[src/rtl/instr_encoder.sv]
// rtl/instr_encoder.sv - RV32I instruction encoder and instruction-memory program loader
//
// Takes decoded instruction fields over a valid/ready handshake, packs them into
// 32-bit machine words (lw, sw, R-type, beq, I-ALU, jal) and writes them to
// consecutive instruction-memory words starting at address 0.
//
// Ports:
//   clk, reset_n              clock, synchronous active-low reset
//   start                     begin a load session (IDLE, DONE, ERROR only)
//   in_valid / in_ready       field handshake; in_ready high only in ACCEPT
//   in_kind                   0 lw, 1 sw, 2 R, 3 beq, 4 I-ALU, 5 jal, 6/7 illegal
//   in_rd, in_rs1, in_rs2     register fields
//   in_funct3, in_funct7b5    R-type / I-ALU function select
//   in_imm                    21-bit signed byte immediate
//   in_last                   final instruction of the program
//   mem_we, mem_addr, mem_wdata  instruction-memory write port (registered)
//   count                     words written this session
//   busy, done, err, err_code session status

module instr_encoder #(
    parameter int ADDR_W = 6
) (
    input  logic              clk,
    input  logic              reset_n,
    input  logic              start,
    input  logic              in_valid,
    output logic              in_ready,
    input  logic [2:0]        in_kind,
    input  logic [4:0]        in_rd,
    input  logic [4:0]        in_rs1,
    input  logic [4:0]        in_rs2,
    input  logic [2:0]        in_funct3,
    input  logic              in_funct7b5,
    input  logic [20:0]       in_imm,
    input  logic              in_last,
    output logic              mem_we,
    output logic [ADDR_W-1:0] mem_addr,
    output logic [31:0]       mem_wdata,
    output logic [ADDR_W:0]   count,
    output logic              busy,
    output logic              done,
    output logic              err,
    output logic [1:0]        err_code
);

    localparam logic [6:0] OP_LOAD   = 7'b0000011;
    localparam logic [6:0] OP_STORE  = 7'b0100011;
    localparam logic [6:0] OP_REG    = 7'b0110011;
    localparam logic [6:0] OP_BRANCH = 7'b1100011;
    localparam logic [6:0] OP_IMM    = 7'b0010011;
    localparam logic [6:0] OP_JAL    = 7'b1101111;

    localparam logic [2:0] K_LW   = 3'd0;
    localparam logic [2:0] K_SW   = 3'd1;
    localparam logic [2:0] K_R    = 3'd2;
    localparam logic [2:0] K_BEQ  = 3'd3;
    localparam logic [2:0] K_IALU = 3'd4;
    localparam logic [2:0] K_JAL  = 3'd5;

    localparam logic [1:0] E_NONE  = 2'b00;
    localparam logic [1:0] E_KIND  = 2'b01;
    localparam logic [1:0] E_IMM   = 2'b10;
    localparam logic [1:0] E_OVFL  = 2'b11;

    typedef enum logic [2:0] {
        S_IDLE,
        S_ACCEPT,
        S_WRITE,
        S_DONE,
        S_ERROR
    } state_t;

    state_t              state_q, state_d;
    logic                last_q, last_d;
    logic                mem_we_q, mem_we_d;
    logic [ADDR_W-1:0]   mem_addr_q, mem_addr_d;
    logic [31:0]         mem_wdata_q, mem_wdata_d;
    logic [ADDR_W:0]     count_q, count_d;
    logic                in_ready_q, in_ready_d;
    logic                busy_q, busy_d;
    logic                done_q, done_d;
    logic                err_q, err_d;
    logic [1:0]          err_code_q, err_code_d;

    logic [31:0]         enc_word;
    logic [1:0]          enc_code;
    logic                fits12;
    logic                fits13;
    logic [ADDR_W:0]     count_inc;

    // Sign-extension checks: the immediate fits N bits when every bit above
    // N-1 is a copy of bit N-1.
    assign fits12 = (&in_imm[20:11]) | ~(|in_imm[20:11]);
    assign fits13 = (&in_imm[20:12]) | ~(|in_imm[20:12]);

    always_comb begin
        enc_word = 32'h0;
        enc_code = E_NONE;
        case (in_kind)
            K_LW: begin
                enc_word = {in_imm[11:0], in_rs1, 3'b010, in_rd, OP_LOAD};
                if (!fits12) enc_code = E_IMM;
            end
            K_SW: begin
                enc_word = {in_imm[11:5], in_rs2, in_rs1, 3'b010, in_imm[4:0], OP_STORE};
                if (!fits12) enc_code = E_IMM;
            end
            K_R: begin
                enc_word = {1'b0, in_funct7b5, 5'b00000, in_rs2, in_rs1, in_funct3, in_rd, OP_REG};
            end
            K_BEQ: begin
                enc_word = {in_imm[12], in_imm[10:5], in_rs2, in_rs1, 3'b000,
                            in_imm[4:1], in_imm[11], OP_BRANCH};
                if (!fits13 || in_imm[0]) enc_code = E_IMM;
            end
            K_IALU: begin
                enc_word = {in_imm[11:0], in_rs1, in_funct3, in_rd, OP_IMM};
                if (!fits12) enc_code = E_IMM;
            end
            K_JAL: begin
                enc_word = {in_imm[20], in_imm[10:1], in_imm[11], in_imm[19:12], in_rd, OP_JAL};
                if (in_imm[0]) enc_code = E_IMM;
            end
            default: begin
                enc_code = E_KIND;
            end
        endcase
    end

    assign count_inc = count_q + 1'b1;

    always_comb begin
        state_d     = state_q;
        last_d      = last_q;
        mem_addr_d  = mem_addr_q;
        mem_wdata_d = mem_wdata_q;
        count_d     = count_q;
        err_code_d  = err_code_q;
        case (state_q)
            S_IDLE: begin
                if (start) begin
                    state_d = S_ACCEPT;
                    count_d = '0;
                end
            end
            S_ACCEPT: begin
                // in_ready_q is high in every ACCEPT cycle, so in_valid alone
                // completes the handshake here.
                if (in_valid) begin
                    if (enc_code != E_NONE) begin
                        state_d    = S_ERROR;
                        err_code_d = enc_code;
                    end else begin
                        state_d     = S_WRITE;
                        mem_wdata_d = enc_word;
                        mem_addr_d  = count_q[ADDR_W-1:0];
                        last_d      = in_last;
                    end
                end
            end
            S_WRITE: begin
                count_d = count_inc;
                if (last_q) begin
                    state_d = S_DONE;
                end else if (count_inc[ADDR_W]) begin
                    // Memory is full; the word just written stands, nothing wraps.
                    state_d    = S_ERROR;
                    err_code_d = E_OVFL;
                end else begin
                    state_d = S_ACCEPT;
                end
            end
            S_DONE, S_ERROR: begin
                if (start) begin
                    state_d    = S_ACCEPT;
                    count_d    = '0;
                    err_code_d = E_NONE;
                end
            end
            default: begin
                state_d = S_IDLE;
            end
        endcase

        // Status outputs are registered from the next state so they line up
        // with the state they describe.
        mem_we_d   = (state_d == S_WRITE);
        in_ready_d = (state_d == S_ACCEPT);
        busy_d     = (state_d == S_ACCEPT) || (state_d == S_WRITE);
        done_d     = (state_d == S_DONE);
        err_d      = (state_d == S_ERROR);
    end

    always_ff @(posedge clk) begin
        if (!reset_n) begin
            state_q     <= S_IDLE;
            last_q      <= 1'b0;
            mem_we_q    <= 1'b0;
            mem_addr_q  <= '0;
            mem_wdata_q <= 32'h0;
            count_q     <= '0;
            in_ready_q  <= 1'b0;
            busy_q      <= 1'b0;
            done_q      <= 1'b0;
            err_q       <= 1'b0;
            err_code_q  <= E_NONE;
        end else begin
            state_q     <= state_d;
            last_q      <= last_d;
            mem_we_q    <= mem_we_d;
            mem_addr_q  <= mem_addr_d;
            mem_wdata_q <= mem_wdata_d;
            count_q     <= count_d;
            in_ready_q  <= in_ready_d;
            busy_q      <= busy_d;
            done_q      <= done_d;
            err_q       <= err_d;
            err_code_q  <= err_code_d;
        end
    end

    assign in_ready  = in_ready_q;
    assign mem_we    = mem_we_q;
    assign mem_addr  = mem_addr_q;
    assign mem_wdata = mem_wdata_q;
    assign count     = count_q;
    assign busy      = busy_q;
    assign done      = done_q;
    assign err       = err_q;
    assign err_code  = err_code_q;

endmodule

[config.mk]
export PLATFORM = sky130hd
export DESIGN_NAME = instr_encoder
export DESIGN_NICKNAME = d
export VERILOG_FILES = /design/src/rtl/instr_encoder.sv
export SDC_FILE = /design/constraint.sdc
export NUM_CORES = 1
export LEC_CHECK = 0
export ABC_CLOCK_PERIOD_IN_PS = 3820
export CORE_MARGIN = 2
export CORE_UTILIZATION = 48
export DETAILED_ROUTE_END_ITERATION = 6
export PLACE_DENSITY = 0.86
export SLEW_MARGIN = 10
export SYNTH_ARGS = -nofsm -noshare
export SYNTH_HDL_FRONTEND = slang
export SYNTH_SLANG_ARGS = --single-unit
[constraint.sdc]
create_clock -name clk -period 3.82 [get_ports clk]
set_clock_uncertainty 0.2 [all_clocks]
set_input_delay 0.764 -clock clk [delete_from_list [all_inputs] [get_ports clk]]
set_output_delay 0.764 -clock clk [all_outputs]
set_load 0.01 [all_outputs]
After elaboration in Yosys (flattened, before gate mapping)
Cells that the tools add are included.
Operators by class
  add/sub/neg operators: 1
  equality and inequality tests: 19
  mux-type cells: 19
  bitwise logic cells: 5
  reduce and logical (&&, ||, !) cells: 18
Operator list (count)
  $pmux W32 S6: 1
  $eq A3 B2 Y1 const B: 6
  $mux W2: 8
  $mux W3: 5
  $pmux W7 S2: 1
  $eq A3 B3 Y1 const B: 4
  $ne A2 B2 Y1 const B: 5
  $reduce_and A10 Y1: 1
  $reduce_or A10 Y1: 1
  $eq A3 B1 Y1 const B: 3
  $pmux W3 S3: 1
  $reduce_and A9 Y1: 1
  $reduce_or A9 Y1: 1
  $pmux W2 S4: 1
  $add A7 B1 Y7 const B: 1
  $mux W7: 1
  $logic_not A3 Y1: 2
  $pmux W2 S3: 1
  $reduce_and A6 Y1: 1
  $reduce_or A3 Y1: 2
  $reduce_bool A2 Y1: 2
  $not A1 Y1: 3
  $reduce_and A3 Y1: 1
  $reduce_bool A3 Y1: 1
  other kinds (6): 8
Word-level totals
  register bits: 56
  input port bits: 48
  output and inout bits: 52
  logic and storage cells: 73

Depth between registers and ports, before layout
Gate-level depths: netlist of run 1.
  depth in word-level cells: 13
  gate-level depth with buffers: 9

Worst setup path after synthesis of run 1
No wires, ideal clock.
  kind: input to register
  from: input in_imm[17]
  to: register mem_wdata_q[30] (netlist: mem_wdata[30])
  data arrival time: 2.092 ns
  setup slack: 1.396 ns
  cell stages on the path: 7
  buffers on the path: 1
  cells stage by stage: nand4_1 -> or3_4 -> o211ai_2 -> nand3_2 -> clkbuf_1 -> a221oi_1 -> nor3_1
Between the ends
  word-level cells in the longest chain between the ends: 10
  elaborated cells between the ends (all ways): 16
Ends and longest elaborated chain
  start: declaration: RTL line 34  | input logic [20:0] in_imm,
  $reduce_or A9 Y1: RTL line 94  | assign fits13 = (&in_imm[20:12]) | ~(|in_imm[20:12]);
  $not A1 Y1: RTL line 94
  $or A1 B1 Y1: RTL line 94
  $logic_not A1 Y1: RTL line 114  | if (!fits13 || in_imm[0]) enc_code = E_IMM;
  $logic_or A1 B1 Y1: RTL line 114
  $mux W2: RTL line 114
  $pmux W2 S4 (*): RTL line 99  | case (in_kind)
  $reduce_bool A2 Y1 (*): RTL line 150  | if (enc_code != E_NONE) begin
  $not A1 Y1 (no source line) (*)
  $reduce_and A3 Y1 (no source line) (*)
  end signal: assignment: RTL line 212  | mem_wdata_q <= mem_wdata_d;
  end: declaration: RTL line 77  | logic [31:0] mem_wdata_q, mem_wdata_d;
Mark *: on every way between the ends. The rest lies on a longest branch, timed or not.
A chain may end at the register's enable or synchronous reset.

Worst setup path after layout of run 1
  from: input in_imm[16]
  to: register mem_we_q (netlist: mem_we)
Between the ends
  word-level cells in the longest chain between the ends: 12
  elaborated cells between the ends (all ways): 18
Ends and longest elaborated chain
  $reduce_or A9 Y1: RTL line 94
  $not A1 Y1: RTL line 94
  $or A1 B1 Y1: RTL line 94
  $logic_not A1 Y1: RTL line 114
  $logic_or A1 B1 Y1: RTL line 114
  $mux W2: RTL line 114
  $pmux W2 S4 (*): RTL line 99
  $reduce_bool A2 Y1 (*): RTL line 150
  $mux W3 (*): RTL line 150
  $mux W3 (*): RTL line 149  | if (in_valid) begin
  $pmux W3 S3 (*): RTL line 139  | case (state_q)
  $eq A3 B2 Y1 (*): RTL line 187  | mem_we_d = (state_d == S_WRITE);
  end signal: assignment: RTL line 210  | mem_we_q <= mem_we_d;
  end: declaration: RTL line 75  | logic mem_we_q, mem_we_d;
Marks and branches as above.

==> results of run 1 <==
[report_power, final]
part           switching, mW  internal (mW)
Clock                  0.203          0.137
Sequential            0.0116          0.578
Combinational          0.102          0.108
Total                  0.317          0.824
[cell type report]
cell class | instances | area [um^2]
multi-input combinational | 254 | 1400
sequential | 54 | 1080
tap | 72 | 90.1
inverter | 12 | 45.0
clock buffer | 5 | 68.8
clock inverter | 3 | 28.8
fill | 461 | 1650
timing repair buffer | 106 | 1040
[worst min-delay path, cell delays in order, from the launching register on]
cell,delay [ps]
dfxtp_1,330
nand2_1,50
a21oi_1,50
[worst max-delay path by stage]
stage                     startpoint       endpoint  cells after the start
after global placement    in_imm[15]         mem_we                      8
after CTS                 in_imm[16]         mem_we                      8
after global routing      in_imm[17]         mem_we                      8
final                     in_imm[16]         mem_we                      8
after floorplan           in_imm[17]  mem_wdata[30]                      7
after detailed placement  in_imm[15]         mem_we                      8
[metrics by stage]
stage	power, mW	hold WS, ps	util	worst slack [ps]
4_1_cts	1.15	264	0.695	904
5_1_grt	1.19	281	0.695	756
2_1_floorplan	0.706	263	-	1400
3_5_place_dp	0.811	250	0.677	570
6_report	1.14	261	0.695	880
3_3_place_gp	0.807	240	0.677	646
[kinds of logic (layout without fill, tap and decap cells)]
kind of cell,count (synthesis),in the layout,share of synthesized area
fa+ha+maj,1,1,0.00473
simple gates,167,167,0.295
xor+xnor,4,4,0.0132
compound gates,76,76,0.193
buf+inv,36,126,0.0615
flops,54,54,0.409
mux,6,6,0.0246
[cells in the final DEF (no fill, tap or decap), types with 5 or more instances in the layout]
cell,n
nor2_1,51
a21oi_1,26
clkdlybuf4s50_1,99
a221oi_1,11
nand2_1,44
nand4_1,5
clkbuf_8,5
nand2b_1,8
a211oi_1,6
nand3_1,17
inv_1,12
o21ai_0,6
o22ai_1,8
a2bb2oi_1,5
buf_4,7
nor3_1,21
nor2b_1,5
dfxtp_1,54
[sequential cells by signal, summed over array words and instances (netlist names), 2 cells and up]
| register | cells |
|---|---|
| count | 7 |
| mem_wdata | 30 |
| mem_addr | 6 |
| state_q | 3 |
| err_code | 2 |
[routing by layer]
metal  part of all wire  vias up
li1                   -     1383
met1               0.42     1296
met2               0.49      108
met3              0.084        9
met4              0.010        0
met5                  0        -
==> key figures, run 1 <==
Floorplan
  – Row count: 27
  – Core area: 5410 um^2
  – Initial Utilization: 0.489
  – Ports: 100
  – Die height: 78.2 um
  – Die X-Extent: 78.2 um
  – Die ar.: 6120 um^2

Hold path
  – Hold Crit Start: mem_wdata[12]
  – Hold Crit Class: reg2reg
  – Worst Hold Path EP: mem_wdata[12]
  – WHS Path Cells: 2

STA
  – Fmax: 340 MHz
  – Final Max Slew Viols: 0
  – RSZ-0062 raised after global routing: no
  – Tmin final: 2940 ps
  – Accumulated negative setup slack: 0 ps
  – Final hold violations: 0
  – Worst-margin pin slew: 467 ps
  – Final worst path period share: 0.770
  – Rel. slew slack: 0.685
  – Endpoints failing setup: 0

Critical path
  – WP buf/inv: 2
  – CP Cell Sequence: clkdlybuf4s50_1, nand4_1, or3_4, o211ai_2, and3_1, buf_4, nor2_2, nor4_2
  – Flop-to-flop setup slack: 1480 ps
  – Largest stage delay on the critical path: 520 ps
  – Crit end category: flop
  – Worst r2r dst: mem_wdata[22]
  – FF-to-FF path depth: 6
  – Worst EP arrival: 2980 ps
  – Reg2reg start: state_q[0]
  – Max FO, Critical Path: 40
  – Setup CP Type: in2reg
  – CP max stage cell: clkdlybuf4s50_1
  – Startpoint types: primary input
  – Critical path required time: 3860 ps
  – Crit-path leading delay family: simple AND/OR/NAND/NOR gates

Global routing
  – Number of global-route vias before repair: 2597
  – GR Layer Usage met3: 0.0644
  – GRT Util Overall: 0.232
  – Global route overflow: 0
  – First-pass GRT wire length: 11.6 mm
  – Pin count of the biggest net entering global routing: 41
  – Met2 GRT Util: 0.418
  – Most Used Layer, Global Route: met2
  – Routing usage on met1: 0.270
  – Antenna violations before repair: 0

Clocking
  – Max clock buf depth: 2
  – CTS Root Cell: clkbuf_8
  – Num Clock Sinks: 54
  – Resized cells post-CTS: 0
  – Clk slew on worst S/H paths: 110 ps
  – Postcts setup bufs: 0
  – TritonCTS clock tree: done
  – Post-CTS Hold Fix Bufs: 0
  – Clk_lat worst skew: 320 ps
  – CTS Buf Count: 5
  – # H-tree levels: 2

Logic synthesis
  – Synth area leaders: dfxtp_1 (41%), nor2_1 (7.2%), nand2_1 (6.2%)
  – Most numerous cell in the Yosys netlist: dfxtp_1
  – Synth cell types: 41
  – Synth Instances: 344
  – EDFF count, synth: 0
  – Yosys synthesis warning count: 0
  – Register area share after synthesis: 0.409
  – #FFs+latches synth: 54
  – Asr flop ratio synth: 0
  – Post-synth top area share: 0.409
  – Primary FF master, synth: dfxtp_1
  – Commonest cells post-synth: dfxtp_1 (54), nor2_1 (51), nand2_1 (44)
  – Cell taking the most area after synthesis: dfxtp_1
  – Avg Inst Size Synth: 7.69 um^2
  – Synthesized area: 2650 um^2
  – Post-Syn Nets: 393

Layout
  – Area Overhead vs Synth: 42.1%
  – Share of cells above drive strength 1: 0.0576
  – Final instance area: 3760 um^2
  – Final nets: 482
  – # diodes: 0
  – Final Non-Filler Cells: 506

Pwr
  – Cell Pwr Density: 304 nW/um^2
  – VDD IR max: 0.182 mV
  – Leak Pwr: 1.37 nW

Placed design
  – Final HPWL DP: 5.34 mm
  – Area after DPL: 3660 um^2
  – Cell total after placement: 498
  – GPL Wtd Cong: 0.903
  – IO buf count: 99

Routing
  – DR vias: 2796
  – Via-per-instance ratio: 5.53
  – Antenna Violating Nets Remaining: 0
  – Pre-antenna DRT Iters: 4
  – WL final: 7.26 mm
  – # DRC: 0
  – DR iter-0 viols: 142
  – Wire per inst: 14.4 um

Outcome
  – Status: complete, no violations

Flow run
  – # Max-Cap Violations: 0
No activity file was read; power rests on OpenSTA's default activity.
==> run 2, diff against run 1 <==
Settings changed: ABC_CLOCK_PERIOD_IN_PS 3820 to 3070, CORE_UTILIZATION 48 to 44, PLACE_DENSITY 0.86 to 0.8.
Clock period 3.82 ns to 3.07 ns, I/O delays scaled along.
==> run 2 against run 1 <==
  * Cell area rose by 1.3%
  * Core utilization is 4.5 points lower
  * Combinational power is 26% higher
  * Sequential cell count unchanged
  * Critical endpoint unchanged
==> key figures, run 2 (same netlist as run 1, synthesis figures left out) <==
STA
  – Final worst path period share: 0.891
  – RSZ-0062 raised after global routing: no
  – Tmin final: 2740 ps
  – Accumulated negative setup slack: 0 ps (unchanged)
  – Worst-margin pin slew: 541 ps (+73.7 ps)
  – Rel. slew slack: 0.637 (-0.0480)
  – Fmax: 365 MHz
  – Final hold violations: 0 (unchanged)
  – Endpoints failing setup: 0 (unchanged)
  – Final Max Slew Viols: 0 (unchanged)

Placed design
  – GPL Wtd Cong: 0.918 (+1.7%)
  – IO buf count: 99 (unchanged)
  – Final HPWL DP: 5.64 mm (+5.6%)

Clocking
  – CTS Buf Count: 5 (unchanged)
  – # H-tree levels: 2 (unchanged)
  – CTS Root Cell: clkbuf_8
  – TritonCTS clock tree: done
  – Max clock buf depth: 2 (unchanged)
  – Clk slew on worst S/H paths: 110 ps (about the same)
  – Resized cells post-CTS: 0 (unchanged)
  – Clk_lat worst skew: 310 ps (about the same)
  – Post-CTS Hold Fix Bufs: 0 (unchanged)
  – Num Clock Sinks: 54 (unchanged)
  – Postcts setup bufs: 0 (unchanged)

Pwr
  – Leak Pwr: 1.40 nW (+2.3%)
  – VDD IR max: 0.228 mV (+25%)
  – Cell Pwr Density: 373 nW/um^2 (+23%)
  – Total power: 1.42 mW (+24%)

Flow run
  – # Max-Cap Violations: 0 (unchanged)

Layout
  – Final nets: 488 (+1.2%)
  – Area of the multi-input gates: 1400 um^2 (unchanged)
  – Most common cell after layout, fill and taps aside: clkdlybuf4s50_1
  – Share of cells above drive strength 1: 0.0705 (+0.0129)
  – Most frequent cells in the layout: clkdlybuf4s50_1 (99), dfxtp_1 (54), nor2_1 (51)
  – Largest register FFs: 30 (unchanged)
  – Register area: 1080 um^2 (unchanged)
  – # diodes: 0 (unchanged)
  – Area Overhead vs Synth: 43.9%
  – Final-layout fill cell count: 511 (+11%)

Global routing
  – GRT Util Overall: 0.230 (-0.00184)
  – Antenna violations before repair: 0 (unchanged)
  – Global route overflow: 0 (unchanged)
  – First-pass GRT wire length: 11.9 mm (+2.9%)
  – Number of global-route vias before repair: 2666 (+2.7%)
  – Pin count of the biggest net entering global routing: 40 (-2.4%)

Critical path
  – Worst r2r dst: mem_we
  – Critical path required time: 3100 ps (-760 ps)
  – Worst EP arrival: 2770 ps (-210 ps)
  – FF-to-FF path depth: 6 (unchanged)
  – Max FO, Critical Path: 7 (-83%)
  – Reg2reg start: state_q[0]
  – Flop-to-flop setup slack: 810 ps (-670 ps)
  – Setup CP Type: in2reg
  – Crit end category: flop
  – Startpoint types: primary input

Floorplan
  – Die height: 81.5 um (+4.2%)
  – Die X-Extent: 81.5 um (+4.2%)
  – Ports: 100 (unchanged)
  – Row count: 28 (+3.7%)
  – Core area: 5850 um^2 (+8.2%)
  – Die ar.: 6650 um^2 (+8.6%)
  – Initial Utilization: 0.452 (-0.0373)

Routing
  – WL final: 7.35 mm (+1.2%)
  – # DRC: 0 (unchanged)
  – Pre-antenna DRT Iters: 5 (+1)
  – Via-per-instance ratio: 5.45 (-1.4%)
  – DR iter-0 viols: 168 (+18%)
  – DR vias: 2807 (+0.39%)
  – Antenna Violating Nets Remaining: 0 (unchanged)
  – Wire per inst: 14.3 um (-0.57%)

Hold path
  – Worst Hold Path EP: mem_addr[4]
  – Hold Crit Start: mem_addr[4]
  – WHS Path Cells: 2 (unchanged)
  – Hold Crit Class: reg2reg

Outcome
  – Status: complete, no violations
## run 2: cell count changes in the layout (fill, tap and decap cells not counted), sizes merged
cell  before  now
buf        7   13
## run 2: critical path: stages
cell and delay (ps):
clkdlybuf4s50_1 510, nand4_1 110, or3_4 390, o211ai_2 250
and3_1 370, buf_4 190, nor2_2 50, nor4_2 270
## run 2: cell type report
class | count | area share
Sequential cell | 54 | 0.284
Multi-Input combinational cell | 254 | 0.368
Inverter | 12 | 0.0118
Timing Repair Buffer | 112 | 0.286
Tap cell | 75 | 0.0246
Clock buffer | 5 | 0.0181
Clock inverter | 3 | 0.00756
## run 2: how the worst max path moves through the flow
stage,startpoint,to,slack (ps)
final,in_imm[17],mem_we,330
after global routing,in_imm[17],mem_wdata[18],280
after CTS,in_imm[17],mem_we,360
after detailed placement,in_imm[17],mem_we,40
after global placement,in_imm[15],mem_wdata[5],160
after floorplan,in_imm[17],mem_wdata[30],800
## run 2: stage by stage
step	utilization	hold WS [ps]	setup slack, ps	std cells	instance area, um^2
3_3_place_gp	0.634	242	156	507	3710
6_report	0.651	258	334	515	3810
3_5_place_dp	0.634	248	44.6	507	3710
2_1_floorplan	-	263	796	344	2650
4_1_cts	0.651	261	360	515	3810
5_1_grt	0.651	282	279	515	3810
## run 2: power by group
| part | switching (mW) | internal, mW |
|---|---|---|
| Combinational | 0.127 | 0.139 |
| Clock | 0.250 | 0.171 |
| Sequential | 0.0150 | 0.720 |
| Total | 0.392 | 1.03 |
## run 2: metal layers
metal | part of all wire | wire, um | GRT usage | up-vias
met1 | 0.42 | 3100 | 0.261 | 1298
met2 | 0.50 | 3690 | 0.420 | 96
li1 | - | - | - | 1405
met4 | 0.0088 | 65 | 0.0593 | 0
met3 | 0.067 | 494 | 0.0637 | 8
met5 | 0 | 0 | 0 | -
==> run 3, diff against run 2 <==
Settings changed: CTS_CLUSTER_SIZE set to 20.
==> results of run 3 <==
The final DEF is identical to that of run 2; final timing and power are the same.
